## config.mk

```make
export PLATFORM = sky130hd
export DESIGN_NAME = fc_mac_sequencer_flat
export DESIGN_NICKNAME = d
export VERILOG_FILES = /design/src/rtl/fc_fixed_pkg.sv /design/src/rtl/fc_mac_sequencer_if.sv /design/src/rtl/q_product_saturate.sv /design/src/rtl/fc_mac_sequencer.sv /design/src/flat_wrapper.sv
export SDC_FILE = /design/constraint.sdc
export NUM_CORES = 1
export LEC_CHECK = 0
export BUFFER_PORTS_ARGS = -buffer_cell sky130_fd_sc_hd__buf_4
export CAP_MARGIN = 25
export CORE_ASPECT_RATIO = 1.25
export CORE_UTILIZATION = 38
export DETAILED_ROUTE_END_ITERATION = 8
export PLACE_DENSITY_LB_ADDON = 0.15
export SYNTH_ARGS = -nofsm -noshare
export SYNTH_HDL_FRONTEND = slang
export SYNTH_SLANG_ARGS = --single-unit
export TNS_END_PERCENT = 10
```

## constraint.sdc

```tcl
create_clock -name clk -period 9.5 [get_ports clk]
set_input_delay 1.425 -clock clk [delete_from_list [all_inputs] [get_ports clk]]
set_output_delay 1.425 -clock clk [all_outputs]
set_load 0.1 [all_outputs]
```

## src/rtl/fc_fixed_pkg.sv

```systemverilog
// rtl/fc_fixed_pkg.sv - Q5.11 fixed-point constants and sequencer state type for the FC neuron MAC
package fc_fixed_pkg;

  localparam int DATA_W = 16;
  localparam int FRAC_W = 11;
  localparam int ACC_W  = 28;
  localparam int LEN_W  = 10;

  localparam logic [DATA_W-1:0] Q_MAX = 16'h7FFF;
  localparam logic [DATA_W-1:0] Q_MIN = 16'h8000;

  localparam int INT_MAX = 15;
  localparam int INT_MIN = -16;

  typedef enum logic [1:0] {
    IDLE,
    RUN,
    FLUSH,
    DONE
  } state_t;

endpackage

```

## src/rtl/fc_mac_sequencer_if.sv

```systemverilog
// rtl/fc_mac_sequencer_if.sv - job control, operand stream and result stream of the FC neuron MAC
interface fc_mac_sequencer_if;
  import fc_fixed_pkg::*;

  logic              start;
  logic [LEN_W-1:0]  len;
  logic [DATA_W-1:0] bias;

  logic              s_valid;
  logic              s_ready;
  logic [DATA_W-1:0] s_x;
  logic [DATA_W-1:0] s_w;

  logic              m_valid;
  logic              m_ready;
  logic [DATA_W-1:0] m_data;
  logic              m_sat;

  logic              busy;

  modport master (
    output start, len, bias, s_valid, s_x, s_w, m_ready,
    input  s_ready, m_valid, m_data, m_sat, busy
  );

  modport slave (
    input  start, len, bias, s_valid, s_x, s_w, m_ready,
    output s_ready, m_valid, m_data, m_sat, busy
  );

endinterface

```

## src/rtl/q_product_saturate.sv

```systemverilog
// rtl/q_product_saturate.sv - clips a Q10.22 product to Q5.11, truncating toward -inf
module q_product_saturate
  import fc_fixed_pkg::*;
(
  input  logic signed [2*DATA_W-1:0] prod,
  output logic        [DATA_W-1:0]   q,
  output logic                       sat
);

  localparam int IP_W = 2*(DATA_W-FRAC_W);
  localparam logic signed [IP_W-1:0] IP_HI = IP_W'(INT_MAX);
  localparam logic signed [IP_W-1:0] IP_LO = IP_W'(INT_MIN);

  logic signed [IP_W-1:0] ip;
  logic                   unused_lsbs;

  assign ip          = prod[2*DATA_W-1:2*FRAC_W];
  assign unused_lsbs = ^prod[FRAC_W-1:0];

  always_comb begin
    q   = prod[DATA_W+FRAC_W-1:FRAC_W];
    sat = 1'b0;
    if (ip > IP_HI) begin
      q   = Q_MAX;
      sat = 1'b1;
    end else if (ip < IP_LO) begin
      q   = Q_MIN;
      sat = 1'b1;
    end
  end

endmodule

```

## src/rtl/fc_mac_sequencer.sv

```systemverilog
// rtl/fc_mac_sequencer.sv - one FC neuron: bias + sum of clipped x*w products, clipped to Q5.11
module fc_mac_sequencer
  import fc_fixed_pkg::*;
(
  input logic               clk,
  input logic               rst,
  fc_mac_sequencer_if.slave bus
);

  localparam logic signed [ACC_W-1:0] ACC_HI = {{(ACC_W-DATA_W){1'b0}}, Q_MAX};
  localparam logic signed [ACC_W-1:0] ACC_LO = {{(ACC_W-DATA_W){1'b1}}, Q_MIN};

  state_t                    state;
  logic [LEN_W-1:0]          len_q;
  logic [LEN_W-1:0]          cnt;
  logic                      flush_cnt;
  logic signed [ACC_W-1:0]   acc;
  logic signed [2*DATA_W-1:0] prod;
  logic                      prod_vld;

  logic [DATA_W-1:0]         prod_q;
  logic                      prod_sat;
  logic signed [2*DATA_W-1:0] sx;
  logic signed [2*DATA_W-1:0] sw;
  logic                      hs;
  logic [DATA_W-1:0]         fin_q;
  logic                      fin_sat;

  q_product_saturate u_qsat (
    .prod (prod),
    .q    (prod_q),
    .sat  (prod_sat)
  );

  assign bus.s_ready = (state == RUN);
  assign bus.busy    = (state != IDLE);
  assign hs          = bus.s_valid && (state == RUN);

  assign sx = {{DATA_W{bus.s_x[DATA_W-1]}}, bus.s_x};
  assign sw = {{DATA_W{bus.s_w[DATA_W-1]}}, bus.s_w};

  always_comb begin
    fin_q   = acc[DATA_W-1:0];
    fin_sat = 1'b0;
    if (acc > ACC_HI) begin
      fin_q   = Q_MAX;
      fin_sat = 1'b1;
    end else if (acc < ACC_LO) begin
      fin_q   = Q_MIN;
      fin_sat = 1'b1;
    end
  end

  always_ff @(posedge clk) begin
    if (rst) begin
      state       <= IDLE;
      len_q       <= '0;
      cnt         <= '0;
      flush_cnt   <= 1'b0;
      acc         <= '0;
      prod        <= '0;
      prod_vld    <= 1'b0;
      bus.m_valid <= 1'b0;
      bus.m_data  <= '0;
      bus.m_sat   <= 1'b0;
    end else begin
      prod_vld <= 1'b0;

      // The product register lags the handshake by one edge, so the last
      // product is folded in on the first FLUSH edge.
      if (prod_vld) begin
        acc <= acc + {{(ACC_W-DATA_W){prod_q[DATA_W-1]}}, prod_q};
        if (prod_sat) begin
          bus.m_sat <= 1'b1;
        end
      end

      case (state)
        IDLE: begin
          if (bus.start && (bus.len != '0)) begin
            state     <= RUN;
            len_q     <= bus.len;
            acc       <= {{(ACC_W-DATA_W){bus.bias[DATA_W-1]}}, bus.bias};
            cnt       <= '0;
            bus.m_sat <= 1'b0;
          end
        end
        RUN: begin
          if (hs) begin
            prod     <= sx * sw;
            prod_vld <= 1'b1;
            cnt      <= cnt + LEN_W'(1);
            if (cnt == len_q - LEN_W'(1)) begin
              state     <= FLUSH;
              flush_cnt <= 1'b0;
            end
          end
        end
        FLUSH: begin
          flush_cnt <= 1'b1;
          if (flush_cnt) begin
            bus.m_data  <= fin_q;
            bus.m_valid <= 1'b1;
            if (fin_sat) begin
              bus.m_sat <= 1'b1;
            end
            state <= DONE;
          end
        end
        DONE: begin
          if (bus.m_valid && bus.m_ready) begin
            bus.m_valid <= 1'b0;
            state       <= IDLE;
          end
        end
        default: state <= IDLE;
      endcase
    end
  end

endmodule

```

## src/flat_wrapper.sv

```systemverilog
// flat-port wrapper written by rule: the top's interface ports become plain ports
module fc_mac_sequencer_flat import fc_fixed_pkg::*;
  (clk, rst, bus_start, bus_len, bus_bias, bus_s_valid, bus_s_x, bus_s_w, bus_m_ready, bus_s_ready, bus_m_valid, bus_m_data, bus_m_sat, bus_busy);
  fc_mac_sequencer_if bus_i ();
  input logic clk;
  input logic rst;
  input wire logic [$bits(bus_i.start)-1:0] bus_start;
  input wire logic [$bits(bus_i.len)-1:0] bus_len;
  input wire logic [$bits(bus_i.bias)-1:0] bus_bias;
  input wire logic [$bits(bus_i.s_valid)-1:0] bus_s_valid;
  input wire logic [$bits(bus_i.s_x)-1:0] bus_s_x;
  input wire logic [$bits(bus_i.s_w)-1:0] bus_s_w;
  input wire logic [$bits(bus_i.m_ready)-1:0] bus_m_ready;
  output wire logic [$bits(bus_i.s_ready)-1:0] bus_s_ready;
  output wire logic [$bits(bus_i.m_valid)-1:0] bus_m_valid;
  output wire logic [$bits(bus_i.m_data)-1:0] bus_m_data;
  output wire logic [$bits(bus_i.m_sat)-1:0] bus_m_sat;
  output wire logic [$bits(bus_i.busy)-1:0] bus_busy;
  assign bus_i.start = bus_start;
  assign bus_i.len = bus_len;
  assign bus_i.bias = bus_bias;
  assign bus_i.s_valid = bus_s_valid;
  assign bus_i.s_x = bus_s_x;
  assign bus_i.s_w = bus_s_w;
  assign bus_i.m_ready = bus_m_ready;
  assign bus_s_ready = bus_i.s_ready;
  assign bus_m_valid = bus_i.m_valid;
  assign bus_m_data = bus_i.m_data;
  assign bus_m_sat = bus_i.m_sat;
  assign bus_busy = bus_i.busy;
  fc_mac_sequencer u_core (.clk(clk), .rst(rst), .bus(bus_i));
endmodule
```

Word-level counts from Yosys, hierarchy flattened. Cells that the tools add are included. W data, S select, Z words.

Bits in registers: 102. Output and inout bits: 20. Word-level logic and storage cells: 78.

$add $sub $neg: 3. $mul: 1. $lt $le $gt $ge: 4. Eq/ne operators: 9. Muxes and demuxes: 33. Bitwise logic cells: 1. Reductions and logical operators: 17.

Operator list (count): $mux W28 (3); $mux W16 (4); $mul A16 B16 Y32 (1); $add A28 B28 Y28 (1); $gt A28 B16 Y1 const B (1); $lt A28 B16 Y1 const B (1); $mux W10 (2); $pmux W10 S2 (1); $mux W1 (14); $add A10 B1 Y10 const B (1); $eq A10 B10 Y1 (1); $gt A10 B5 Y1 const B (1); $lt A10 B5 Y1 const B (1); $mux W2 (5); $ne A2 B1 Y1 const B (5); $reduce_bool A10 Y1 (1); $sub A10 B1 Y10 const B (1); $reduce_and A3 Y1 (3); $pmux W2 S4 (1); $reduce_bool A2 Y1 (4); $pmux W1 S2 (3); $reduce_and A2 Y1 (3); $reduce_and A5 Y1 (1); $eq A2 B2 Y1 const B (2); 5 further kinds (7).

Depth between registers and ports, before layout.
Depth after elaboration: 8. Depth in mapped cells: 23.

Cells and area by module. From an unflattened synthesis, not the netlist that was laid out.

Cell total of the unflattened synthesis: 1804. Area total of the unflattened synthesis: 15657.5 µm².

By module, submodules not included: fc_mac_sequencer (instances 1, cells each 1777, area each 15448.6 µm², sequential area each 2042.0 µm²); q_product_saturate (instances 1, cells each 27, area each 209.0 µm², sequential area each 0.0 µm²).

Least setup slack after synthesis. OpenSTA, ideal clock, no wires.

Path kind: in2reg. From: in bus_s_x[15]. To: reg u_core.prod[31]. Setup time: 0.115 ns. Arrival time: 6.969 ns. Data required time: 9.385 ns. Slack: 2.416 ns. Cell stages on the path: 19. Buffers on the path: 1. Path through: clkbuf_1 nand2_1 inv_1 fa_1 fa_1 inv_1 fa_1 fa_1 fa_1 fa_1 inv_1 ha_1 a21o_1 a31o_2 and2_1 a31oi_1 a21oi_1 or4_1 and3_1.

Word-level cells in the longest chain between the ends: 1.

Ends and longest elaborated chain: start, declared (line flat_wrapper.sv:11) `input wire logic [$bits(bus_i.s_x)-1:0] bus_s_x;`; $mul A16 B16 Y32 (line fc_mac_sequencer.sv:90) `prod <= sx * sw;`; end signal, assigned (line fc_mac_sequencer.sv:90); end, declared (line fc_mac_sequencer.sv:18) `logic signed [2*DATA_W-1:0] prod;`.

Every way passes these cells. A chain may end at the register's enable or synchronous reset.

Worst setup path in the final report. Ends and elaborated chain as after synthesis.

==> metrics.txt <==
Clock Skews=between 0.01 and 0.015 ns; Synthesized Nets=roughly 2200; flops & latches, synth=between 90 and 100; setup repair bufs after CTS=0; failing checks=design-rule violations; Max Clk Rate=between 0.1 and 0.15 GHz; compound-cell area share of the yosys netlist=12.09%; endpoints failing setup=0; hold buffers post-CTS=0; most numerous cell in the Yosys netlist=inv_1; row cnt=81; Final Core Density=a little over two fifths; Min-Delay Path Class=reg -> reg; Synth cell types=between 60 and 70; Crit Path Category=in -> reg; setup total negative slack=0 ns; DP HPWL=approximately 30000 um; Syn. warnings=0; CTS Buf Count=9; Die Wd=around 180 um; Initial DRC Count=approximately 370; GP Congestion=0.8029; Clock Path Buffers=2; first-pass GRT wire length=64140 um; vias in the first global route=12250; largest net degree at the start of global routing=between 40 and 50; startpoint types=input port; H-tree levels=3; drt wl/cell=~16 um; Adder-Cell Fraction of Synth Area=about 44%; clock sinks=91; Tcrit/Tclk final=74.65%; endpoint type of the worst setup path=flop; Synth async-reset ratio=0%; Max Cap Viol=0; mapped cell area=~15000 sq um; CTS tree=yes; Max Slew Vio Count=0; mux cell area share after synthesis=less than 1%; Die H=224.4 um; Slew HR=approximately two fifths; fin crit period=7.092 ns; Req. time, crit path=9.75 ns; area delta synth->final=9.134%; Simple-Gate Fraction of Synth Area=between 15 and 20%; share of cells above drive strength 1=6.885%; Core ar.=between 30000 and 40000 sq um; Post-DRT Antenna Nets=0; largest family of logic cells by synthesized area=adder cells; Most used DFF post-synth=dfxtp_1; Antenna Cells=0; post-synthesis sequential area ratio=~12%; routed vias=11470; Gate Count Post-Synth=approximately 1700; post-synth top area cell=fa_1; Area contributors post-synth=fa_1, dfxtp_1, ha_1, inv_1, and2_1; Final nets=approximately 2200; DRC viols=9; syn_area_per_cell=between 8 and 9 sq um; starting density of the core=38.44%; grt ovf=0; TritonRoute pass-1 iters=6; Max FO, Critical Path=16; filler instances=3998; initial antenna violation count=0; DRT Wirelength=36890 um; endpoints failing hold=0; PostCTS Resize Cnt=0; Clock transition at path regs=approximately 0.070 ns; Total GRT Usage=19.86%; Post-synth EDFFs=0; via-per-instance ratio=5.052; port buffer count=82; Die ar.=~40000 sq um; CTS Root Cell=clkbuf_16; Skew-Pair Late Insertion Delay=between 0.3 and 0.4 ns; status=finished, violations left; most common library cells after synthesis=inv_1, fa_1, nand2_1; worst slew pin tran=about 0.90 ns; I/O pin cnt=83; post-synthesis xor/xnor area fraction=roughly 3.8%; share of the synthesized area in the top cell type=approximately a third; RSZ-0062 raised after global routing=no; Arr. time, crit path=about 7.3 ns
## cell usage in the layout (no fill, tap or decap), types with 8 or more instances in the layout
master	count
inv_1	332
fa_1	262
nand2_1	203
and2_1	128
ha_1	112
buf_4	92
dfxtp_1	91
nor2_1	82
a21oi_1	78
xnor2_1	38
a211oi_1	34
xor2_1	27
nand3_1	26
nor3_1	25
o21ai_0	23
o211ai_1	22
o21a_1	20
a21o_1	18
mux2i_1	15
o21bai_1	13
and3_1	12
nand2b_1	10
clkbuf_16	9
nand4_1	8
## registers in the layout, indices dropped and copies added (netlist names)
register            count
u_core.acc             28
u_core.bus.m_data      16
u_core.prod_vld         1
u_core.state            2
u_core.len_q           10
u_core.flush_cnt        1
u_core.cnt             10
u_core.bus.m_valid      1
u_core.bus.m_sat        1
u_core.prod            21
## logic make-up after synthesis
group	Yosys count
buffers and inverters	400
AND/OR/NAND/NOR	523
AO/OA/AOI/OAI	264
multiplexers	15
adder cells (fa/ha/maj)	374
flip-flops	91
XOR/XNOR	65
## metrics by stage
step | setup slack, ns | instance area, sq um | hold slack, ns | cells
3_3_place_gp | 2.089 | 16100 | 0.4432 | 2254
6_report | 2.408 | 16410 | 0.4594 | 2270
4_1_cts | 2.380 | 16410 | 0.4646 | 2270
5_1_grt | 2.073 | 16410 | 0.4837 | 2270
3_5_place_dp | 2.020 | 16100 | 0.4498 | 2254
2_1_floorplan | 2.416 | 15040 | 0.4257 | 1732
## worst paths after layout
path	start	to	slack [ns]	depth (start not counted)
max reg2reg	u_core.prod[31]$_SDFFE_PP0P_	u_core.acc[26]$_SDFF_PP0_	5.68	13
min reg2reg	u_core.bus.m_data[0]$_SDFFE_PP0P_	u_core.bus.m_data[0]$_SDFFE_PP0P_	0.46	2
min	u_core.bus.m_data[0]$_SDFFE_PP0P_	u_core.bus.m_data[0]$_SDFFE_PP0P_	0.46	2
max	bus_s_x[15]	u_core.prod[31]$_SDFFE_PP0P_	2.41	20
## area by class of cell
class / count / area [sq um] / area share [%]
clock buffer: 10 / 229.0 / 1.395
multi-input combinational: 1241 / 11710 / 71.37
sequential: 91 / 1822 / 11.10
clock inverter: 6 / 88.84 / 0.5412
timing repair buffer: 92 / 690.7 / 4.208
inverter: 332 / 1246 / 7.593
tap: 498 / 623.1 / 3.796
## worst max-delay path: stages
cell and delay, ns:
buf_4 0.17, nand2_1 0.12, inv_1 0.09, fa_1 0.64
fa_1 0.85, fa_1 0.51, fa_1 0.50, fa_1 0.50
inv_1 0.05, fa_1 0.47, inv_1 0.04, ha_1 0.31
nor2_1 0.20, o21bai_1 0.09, a31o_2 0.25, and2_1 0.16
a31oi_1 0.21, a21oi_1 0.17, or4_1 0.40, and3_1 0.16
## layer usage
| metal | GRT usage (%) | routed length [um] | vias to the layer above |
|---|---|---|---|
| met3 | 2.267 | 1215 | 50 |
| li1 | - | - | 5541 |
| met2 | 34.56 | 18160 | 200 |
| met1 | 26.17 | 16810 | 5678 |
| met5 | 0 | 0 | - |
| met4 | 5.145 | 700 | 0 |
Power is not shown: default switching activity piles up to over one toggle a cycle in this logic, so the estimate is an artifact.
